### config.mk
export PLATFORM = sky130hd
export DESIGN_NAME = riscv_lsu_flat
export DESIGN_NICKNAME = d
export VERILOG_FILES = /design/src/rtl/riscv_lsu_if.sv /design/src/rtl/riscv_lsu.sv /design/src/flat_wrapper.sv
export SDC_FILE = /design/constraint.sdc
export NUM_CORES = 1
export LEC_CHECK = 0
export ABC_AREA = 0
export BUFFER_PORTS_ARGS = -buffer_cell sky130_fd_sc_hd__clkbuf_2
export CAP_MARGIN = 30
export CORE_ASPECT_RATIO = 0.7
export CORE_UTILIZATION = 45
export CTS_CLUSTER_SIZE = 25
export DETAILED_ROUTE_END_ITERATION = 6
export HOLD_SLACK_MARGIN = 0.06
export PLACE_DENSITY = 0.84
export SLEW_MARGIN = 25
export SYNTH_ARGS = -nofsm -noshare
export SYNTH_HDL_FRONTEND = slang
export SYNTH_SLANG_ARGS = --single-unit
### constraint.sdc
create_clock -name clk_i -period 2.1 [get_ports clk_i]
set_input_delay 0.42 -clock clk_i [delete_from_list [all_inputs] [get_ports clk_i]]
set_output_delay 0.42 -clock clk_i [all_outputs]
set_load 0.03 [all_outputs]
### src/rtl/riscv_lsu_if.sv
// Core/memory bus bundle for the RISC-V load/store unit.
// Signal suffixes (_i/_o) are named from the LSU's point of view.
// slave: the LSU itself; master: the environment (core pipeline + memory).
interface riscv_lsu_if;
  // core side
  logic        core_req_i;
  logic        core_we_i;
  logic [2:0]  core_size_i;
  logic [31:0] core_addr_i;
  logic [31:0] core_wd_i;
  logic [31:0] core_rd_o;
  logic        core_stall_o;
  logic        access_err_o;
  // memory side
  logic        mem_req_o;
  logic        mem_we_o;
  logic [3:0]  mem_be_o;
  logic [31:0] mem_addr_o;
  logic [31:0] mem_wd_o;
  logic [31:0] mem_rd_i;
  logic        mem_ready_i;

  modport slave (
    input  core_req_i, core_we_i, core_size_i, core_addr_i, core_wd_i,
    input  mem_rd_i, mem_ready_i,
    output core_rd_o, core_stall_o, access_err_o,
    output mem_req_o, mem_we_o, mem_be_o, mem_addr_o, mem_wd_o
  );

  modport master (
    output core_req_i, core_we_i, core_size_i, core_addr_i, core_wd_i,
    output mem_rd_i, mem_ready_i,
    input  core_rd_o, core_stall_o, access_err_o,
    input  mem_req_o, mem_we_o, mem_be_o, mem_addr_o, mem_wd_o
  );
endinterface

### src/rtl/riscv_lsu.sv
// RISC-V load/store unit: aligns stores into byte lanes, extracts/extends loads.
// Latency: 3 cycles minimum (IDLE, BUSY, DONE); each cycle of mem_ready_i=0 adds a BUSY cycle.
// Backpressure: core_stall_o holds the core while a legal access starts or is in BUSY.
// Ports: clk_i, rst_ni (async active-low); bus (riscv_lsu_if.slave) carries the
//        core request/response and the word-aligned memory request/response.
module riscv_lsu (
  input  logic       clk_i,
  input  logic       rst_ni,
  riscv_lsu_if.slave bus
);
  typedef enum logic [1:0] {IDLE = 2'd0, BUSY = 2'd1, DONE = 2'd2} state_t;

  localparam logic [2:0] LDST_B  = 3'd0;
  localparam logic [2:0] LDST_H  = 3'd1;
  localparam logic [2:0] LDST_W  = 3'd2;
  localparam logic [2:0] LDST_BU = 3'd4;
  localparam logic [2:0] LDST_HU = 3'd5;

  state_t      state_q, state_d;
  logic [31:0] addr_q, wd_q, rd_q;
  logic [3:0]  be_q;
  logic        we_q;
  logic [2:0]  size_q;

  logic        legal, start;
  logic [3:0]  be_d;
  logic [31:0] wd_d, rd_ext;
  logic [7:0]  ld_byte;
  logic [15:0] ld_half;

  // Legality: natural alignment, and unsigned sizes exist only for loads.
  always_comb begin
    legal = 1'b0;
    case (bus.core_size_i)
      LDST_B:  legal = 1'b1;
      LDST_H:  legal = ~bus.core_addr_i[0];
      LDST_W:  legal = (bus.core_addr_i[1:0] == 2'b00);
      LDST_BU: legal = ~bus.core_we_i;
      LDST_HU: legal = ~bus.core_we_i & ~bus.core_addr_i[0];
      default: legal = 1'b0;
    endcase
  end

  // Store lane steering; data is replicated so the enabled lanes carry it.
  always_comb begin
    be_d = 4'b0000;
    wd_d = 32'h0;
    if (bus.core_we_i) begin
      case (bus.core_size_i)
        LDST_B: begin
          be_d = 4'b0001 << bus.core_addr_i[1:0];
          wd_d = {4{bus.core_wd_i[7:0]}};
        end
        LDST_H: begin
          be_d = bus.core_addr_i[1] ? 4'b1100 : 4'b0011;
          wd_d = {2{bus.core_wd_i[15:0]}};
        end
        LDST_W: begin
          be_d = 4'b1111;
          wd_d = bus.core_wd_i;
        end
        default: ;
      endcase
    end
  end

  // Load extraction uses the registered address/size, not the live core inputs.
  assign ld_byte = bus.mem_rd_i[{addr_q[1:0], 3'b000} +: 8];
  assign ld_half = bus.mem_rd_i[{addr_q[1], 4'b0000} +: 16];

  always_comb begin
    rd_ext = bus.mem_rd_i;
    case (size_q)
      LDST_B:  rd_ext = {{24{ld_byte[7]}}, ld_byte};
      LDST_H:  rd_ext = {{16{ld_half[15]}}, ld_half};
      LDST_BU: rd_ext = {24'h0, ld_byte};
      LDST_HU: rd_ext = {16'h0, ld_half};
      default: rd_ext = bus.mem_rd_i;
    endcase
  end

  // Next state. DONE always falls back to IDLE so a held request cannot
  // re-launch before the core has seen the completed access.
  always_comb begin
    state_d = state_q;
    start   = 1'b0;
    case (state_q)
      IDLE: if (bus.core_req_i && legal) begin
        state_d = BUSY;
        start   = 1'b1;
      end
      BUSY: if (bus.mem_ready_i) state_d = DONE;
      DONE: state_d = IDLE;
      default: state_d = IDLE;
    endcase
  end

  always_ff @(posedge clk_i or negedge rst_ni) begin
    if (!rst_ni) begin
      state_q <= IDLE;
      addr_q  <= 32'h0;
      we_q    <= 1'b0;
      be_q    <= 4'b0000;
      wd_q    <= 32'h0;
      size_q  <= 3'd0;
      rd_q    <= 32'h0;
    end else begin
      state_q <= state_d;
      if (start) begin
        addr_q <= bus.core_addr_i;
        we_q   <= bus.core_we_i;
        be_q   <= be_d;
        wd_q   <= wd_d;
        size_q <= bus.core_size_i;
      end
      if (state_q == BUSY && bus.mem_ready_i && !we_q) rd_q <= rd_ext;
    end
  end

  assign bus.core_rd_o    = rd_q;
  assign bus.core_stall_o = (state_q == BUSY) ||
                            (state_q == IDLE && bus.core_req_i && legal);
  assign bus.access_err_o = (state_q == IDLE) && bus.core_req_i && !legal;

  assign bus.mem_req_o  = (state_q == BUSY);
  assign bus.mem_we_o   = (state_q == BUSY) && we_q;
  assign bus.mem_be_o   = (state_q == BUSY) ? be_q : 4'b0000;
  assign bus.mem_wd_o   = (state_q == BUSY) ? wd_q : 32'h0;
  assign bus.mem_addr_o = {addr_q[31:2], 2'b00};
endmodule

### src/flat_wrapper.sv
// flat-port wrapper written by rule: the top's interface ports become plain ports
module riscv_lsu_flat 
  (clk_i, rst_ni, bus_core_req_i, bus_core_we_i, bus_core_size_i, bus_core_addr_i, bus_core_wd_i, bus_mem_rd_i, bus_mem_ready_i, bus_core_rd_o, bus_core_stall_o, bus_access_err_o, bus_mem_req_o, bus_mem_we_o, bus_mem_be_o, bus_mem_addr_o, bus_mem_wd_o);
  riscv_lsu_if bus_i ();
  input  logic clk_i;
  input  logic rst_ni;
  input wire logic [$bits(bus_i.core_req_i)-1:0] bus_core_req_i;
  input wire logic [$bits(bus_i.core_we_i)-1:0] bus_core_we_i;
  input wire logic [$bits(bus_i.core_size_i)-1:0] bus_core_size_i;
  input wire logic [$bits(bus_i.core_addr_i)-1:0] bus_core_addr_i;
  input wire logic [$bits(bus_i.core_wd_i)-1:0] bus_core_wd_i;
  input wire logic [$bits(bus_i.mem_rd_i)-1:0] bus_mem_rd_i;
  input wire logic [$bits(bus_i.mem_ready_i)-1:0] bus_mem_ready_i;
  output wire logic [$bits(bus_i.core_rd_o)-1:0] bus_core_rd_o;
  output wire logic [$bits(bus_i.core_stall_o)-1:0] bus_core_stall_o;
  output wire logic [$bits(bus_i.access_err_o)-1:0] bus_access_err_o;
  output wire logic [$bits(bus_i.mem_req_o)-1:0] bus_mem_req_o;
  output wire logic [$bits(bus_i.mem_we_o)-1:0] bus_mem_we_o;
  output wire logic [$bits(bus_i.mem_be_o)-1:0] bus_mem_be_o;
  output wire logic [$bits(bus_i.mem_addr_o)-1:0] bus_mem_addr_o;
  output wire logic [$bits(bus_i.mem_wd_o)-1:0] bus_mem_wd_o;
  assign bus_i.core_req_i = bus_core_req_i;
  assign bus_i.core_we_i = bus_core_we_i;
  assign bus_i.core_size_i = bus_core_size_i;
  assign bus_i.core_addr_i = bus_core_addr_i;
  assign bus_i.core_wd_i = bus_core_wd_i;
  assign bus_i.mem_rd_i = bus_mem_rd_i;
  assign bus_i.mem_ready_i = bus_mem_ready_i;
  assign bus_core_rd_o = bus_i.core_rd_o;
  assign bus_core_stall_o = bus_i.core_stall_o;
  assign bus_access_err_o = bus_i.access_err_o;
  assign bus_mem_req_o = bus_i.mem_req_o;
  assign bus_mem_we_o = bus_i.mem_we_o;
  assign bus_mem_be_o = bus_i.mem_be_o;
  assign bus_mem_addr_o = bus_i.mem_addr_o;
  assign bus_mem_wd_o = bus_i.mem_wd_o;
  riscv_lsu u_core (.clk_i(clk_i), .rst_ni(rst_ni), .bus(bus_i));
endmodule
==> flow_metrics.py <==
metrics = {
    "setup_path": {
        "start_kind": "flip-flop",
        "criticalPathCategory": "flip-flop to primary output",
        "cp-end-kind": "primary output",
        "r2r_cells": 3,
        "cp_max_fo": 26,
        "crit_required_ps": 1680,
        "r2r-end": "u_core.bus.core_rd_o[9]",
        "r2r_start": "u_core.addr_q[0]",
        "arrival_ps": 1600,
        "r2r_setup_slack_ps": 280,
    },
    "layout": {
        "diodes": 0,
        "drive_above_1_share_pct": 38.45,
        "area_delta_synth_final_pct": 23.76,
        "final_common_cell": "clkbuf_2",
        "nets": 861,
        "final_cell_mix": "clkbuf_2, nand2_1, dfrtp_1",
        "finalNonFillerCells": 924,
        "seq_area_mm2": 0.002653,
        "multiInputGateArea_mm2": 0.002620,
        "nFillCells": 1085,
    },
    "floorplanning": {
        "ios": 208,
        "die_area_mm2": 0.01321,
        "placementRows": 34,
        "core_mm2": 0.01242,
        "initial_utilization_pct": 46.16,
        "dieWidth_um": 136.9,
        "die_y_um": 96.45,
    },
    "sta": {
        "finalSetupViolCount": 0,
        "relSlewSlack_pct": 59.53,
        "fin_setup_tns_ps": 0,
        "slew_viol_final": 0,
        "skew_ps": 8.511,
        "finalCritPeriodShare_pct": 96.30,
        "whs_ps": 301.7,
        "fmax_mhz": 494.5,
        "tightest_slew_ps": 605.9,
        "rsz0062_at_grt": "false",
        "hold_viol": 0,
        "period_needed_ps": 2022,
    },
    "power": {
        "p_leak_uw": 0.003641,
        "powerDensity_mw_per_mm2": 1126,
        "ir_worst_vdd_mv": 0.8344,
    },
    "min_path": {
        "min_to": "u_core.addr_q[15]",
        "whs_path_depth": 2,
        "hp-start": "bus_core_addr_i[15]",
        "hold_class": "primary input to flip-flop",
    },
    "clock_tree": {
        "htreeDepth": 3,
        "clockBufferDepth": 2,
        "cts.clk_slew.worst_paths_ps": 70,
        "cts-root-buf": "clkbuf_16",
        "cts_setup_buffers": 0,
        "numClockSinks": 106,
        "numCtsBuffers": 9,
        "clk_latency_ps": 340,
        "tritoncts": "built",
    },
    "placed_design": {
        "dp_hpwl_um": 11270,
        "dp.cells": 907,
        "port_buffers": 205,
        "gp_congestion": 0.8729,
    },
    "detailed_routing": {
        "wl_per_cell_um": 16.43,
        "vias_per_cell": 5.306,
        "drt_first_pass_iters": 4,
        "post-route-drc-count": 0,
        "route.vias.total": 4903,
        "drt_iter0_markers": 195,
        "routed_wl_um": 15180,
        "ant_nets": 0,
    },
    "global_route": {
        "globalRouteTotalUtil_pct": 23.41,
        "grt_pass1_wl_um": 23530,
        "grt_overflow": 0,
        "grt_max_degree": 45,
        "antenna_found_initial": 0,
        "grt_pass1_vias": 4574,
    },
    "synthesis": {
        "netlist_area_mm2": 0.005734,
        "avgSynthCellArea_um2": 9.686,
        "yosysSeqAreaShare_pct": 46.26,
        "synthFlopType": "dfrtp_1",
        "synth_cells": 592,
        "yosys_warnings": 0,
        "synth-edff-count": 0,
        "synth-async-reset-ratio_pct": 100.0,
        "ys_ff_latch": 106,
        "synth.distinct_cells": 34,
    },
    "run": {
        "cap_violations": 0,
    },
    "status": {
        "status": "finished clean",
    },
}
==> what timing repair did <==
action | CTS | global route
endpoints found under the setup margin | 13 | 26
hold endpoints to repair | 7 | 0
gates cloned | 0 | 0
pin swaps | 0 | 0
hold buffers | 1 | 0
gates resized for setup | 1 | 13
==> cell type report <==
type / instances / area share [%]
Tap cell: 162 / 2.856
Clock inverter: 5 / 0.8639
Multi-Input combinational cell: 406 / 36.92
Timing Repair Buffer: 231 / 18.27
Clock buffer: 11 / 3.561
Inverter: 3 / 0.1587
Sequential cell: 106 / 37.38
==> metal layers <==
layer / track usage, % / vias up / wire, um
met2: 37.58 / 228 / 6952
met4: 7.051 / 0 / 253
met5: 0 / - / 0
met1: 30.50 / 2319 / 6458
met3: 7.147 / 23 / 1518
li1: - / 2333 / -
==> where the power goes <==
group	total [uW]	switching (uW)	internal (uW)
Sequential	3010	371	2640
Combinational	3230	2070	1170
Clock	1750	750	996
==> cells in the mapped netlist, types with 3 or more instances <==
cell type / count / area (um2)
dfrtp_1: 106 / 2653
nand2_1: 106 / 397.9
o21ai_0: 65 / 325.3
and2_1: 38 / 237.7
buf_4: 32 / 240.2
nand3_1: 32 / 160.2
clkbuf_1: 24 / 90.09
mux2i_1: 24 / 240.2
mux2_4: 22 / 330.3
mux2_2: 21 / 236.5
a21oi_1: 20 / 100.1
buf_2: 19 / 95.09
o31ai_1: 14 / 105.1
nor2b_1: 10 / 62.56
a22oi_1: 8 / 60.06
nand3b_1: 8 / 60.06
nor4bb_1: 7 / 70.07
o22a_1: 7 / 61.31
nand2b_1: 5 / 31.28
nor2_1: 4 / 15.01
buf_6: 3 / 33.78
inv_1: 3 / 11.26
==> worst max-delay path by stage <==
| stage | start | end | slack [ps] |
|---|---|---|---|
| after floorplan | bus_core_we_i | bus_core_stall_o | 160 |
| after global placement | bus_core_size_i[0] | u_core.addr_q[28] | 140 |
| after detailed placement | bus_core_size_i[0] | u_core.addr_q[28] | 110 |
| after CTS | u_core.state_q[1] | bus_mem_wd_o[24] | 8 |
| after global routing | u_core.state_q[1] | bus_mem_wd_o[6] | 7 |
| final | u_core.state_q[1] | bus_mem_wd_o[24] | 80 |
==> logic make-up after synthesis <==
group | count (synthesis) | share of synthesized area, %
buffers and inverters | 81 | 8.204
DFF | 106 | 46.26
muxes | 68 | 14.47
other | 1 | 0.06540
AOI/OAI and AO/OA | 120 | 12.24
and+or+nand+nor | 216 | 18.77
==> critical path, cell delays in order, from the launching register on <==
cell	delay, ps
dfrtp_1	390
nand2b_1	220
inv_2	110
buf_12	150
and2_1	180
clkbuf_4	200
==> stage by stage <==
| stage | setup slack (ps) | total power [uW] | cell area [um2] | util [%] |
|---|---|---|---|---|
| 4_1_cts | 7.829 | 8054 | 7081 | 57.00 |
| 2_1_floorplan | 164.8 | 5479 | 5738 | - |
| 3_5_place_dp | 106.5 | 6277 | 6753 | 54.36 |
| 5_1_grt | 6.807 | 8470 | 7097 | 57.13 |
| 3_3_place_gp | 140.9 | 6199 | 6753 | 54.36 |
| 6_report | 77.62 | 7989 | 7097 | 57.13 |
==> sequential cells by signal, indices dropped and copies added, names as in the netlist <==
signal                flops
u_core.bus.core_rd_o     32
u_core.be_q               4
u_core.wd_q              32
u_core.addr_q            32
u_core.we_q               1
u_core.state_q            2
u_core.size_q             3
Power figures use the tool's default switching activity.
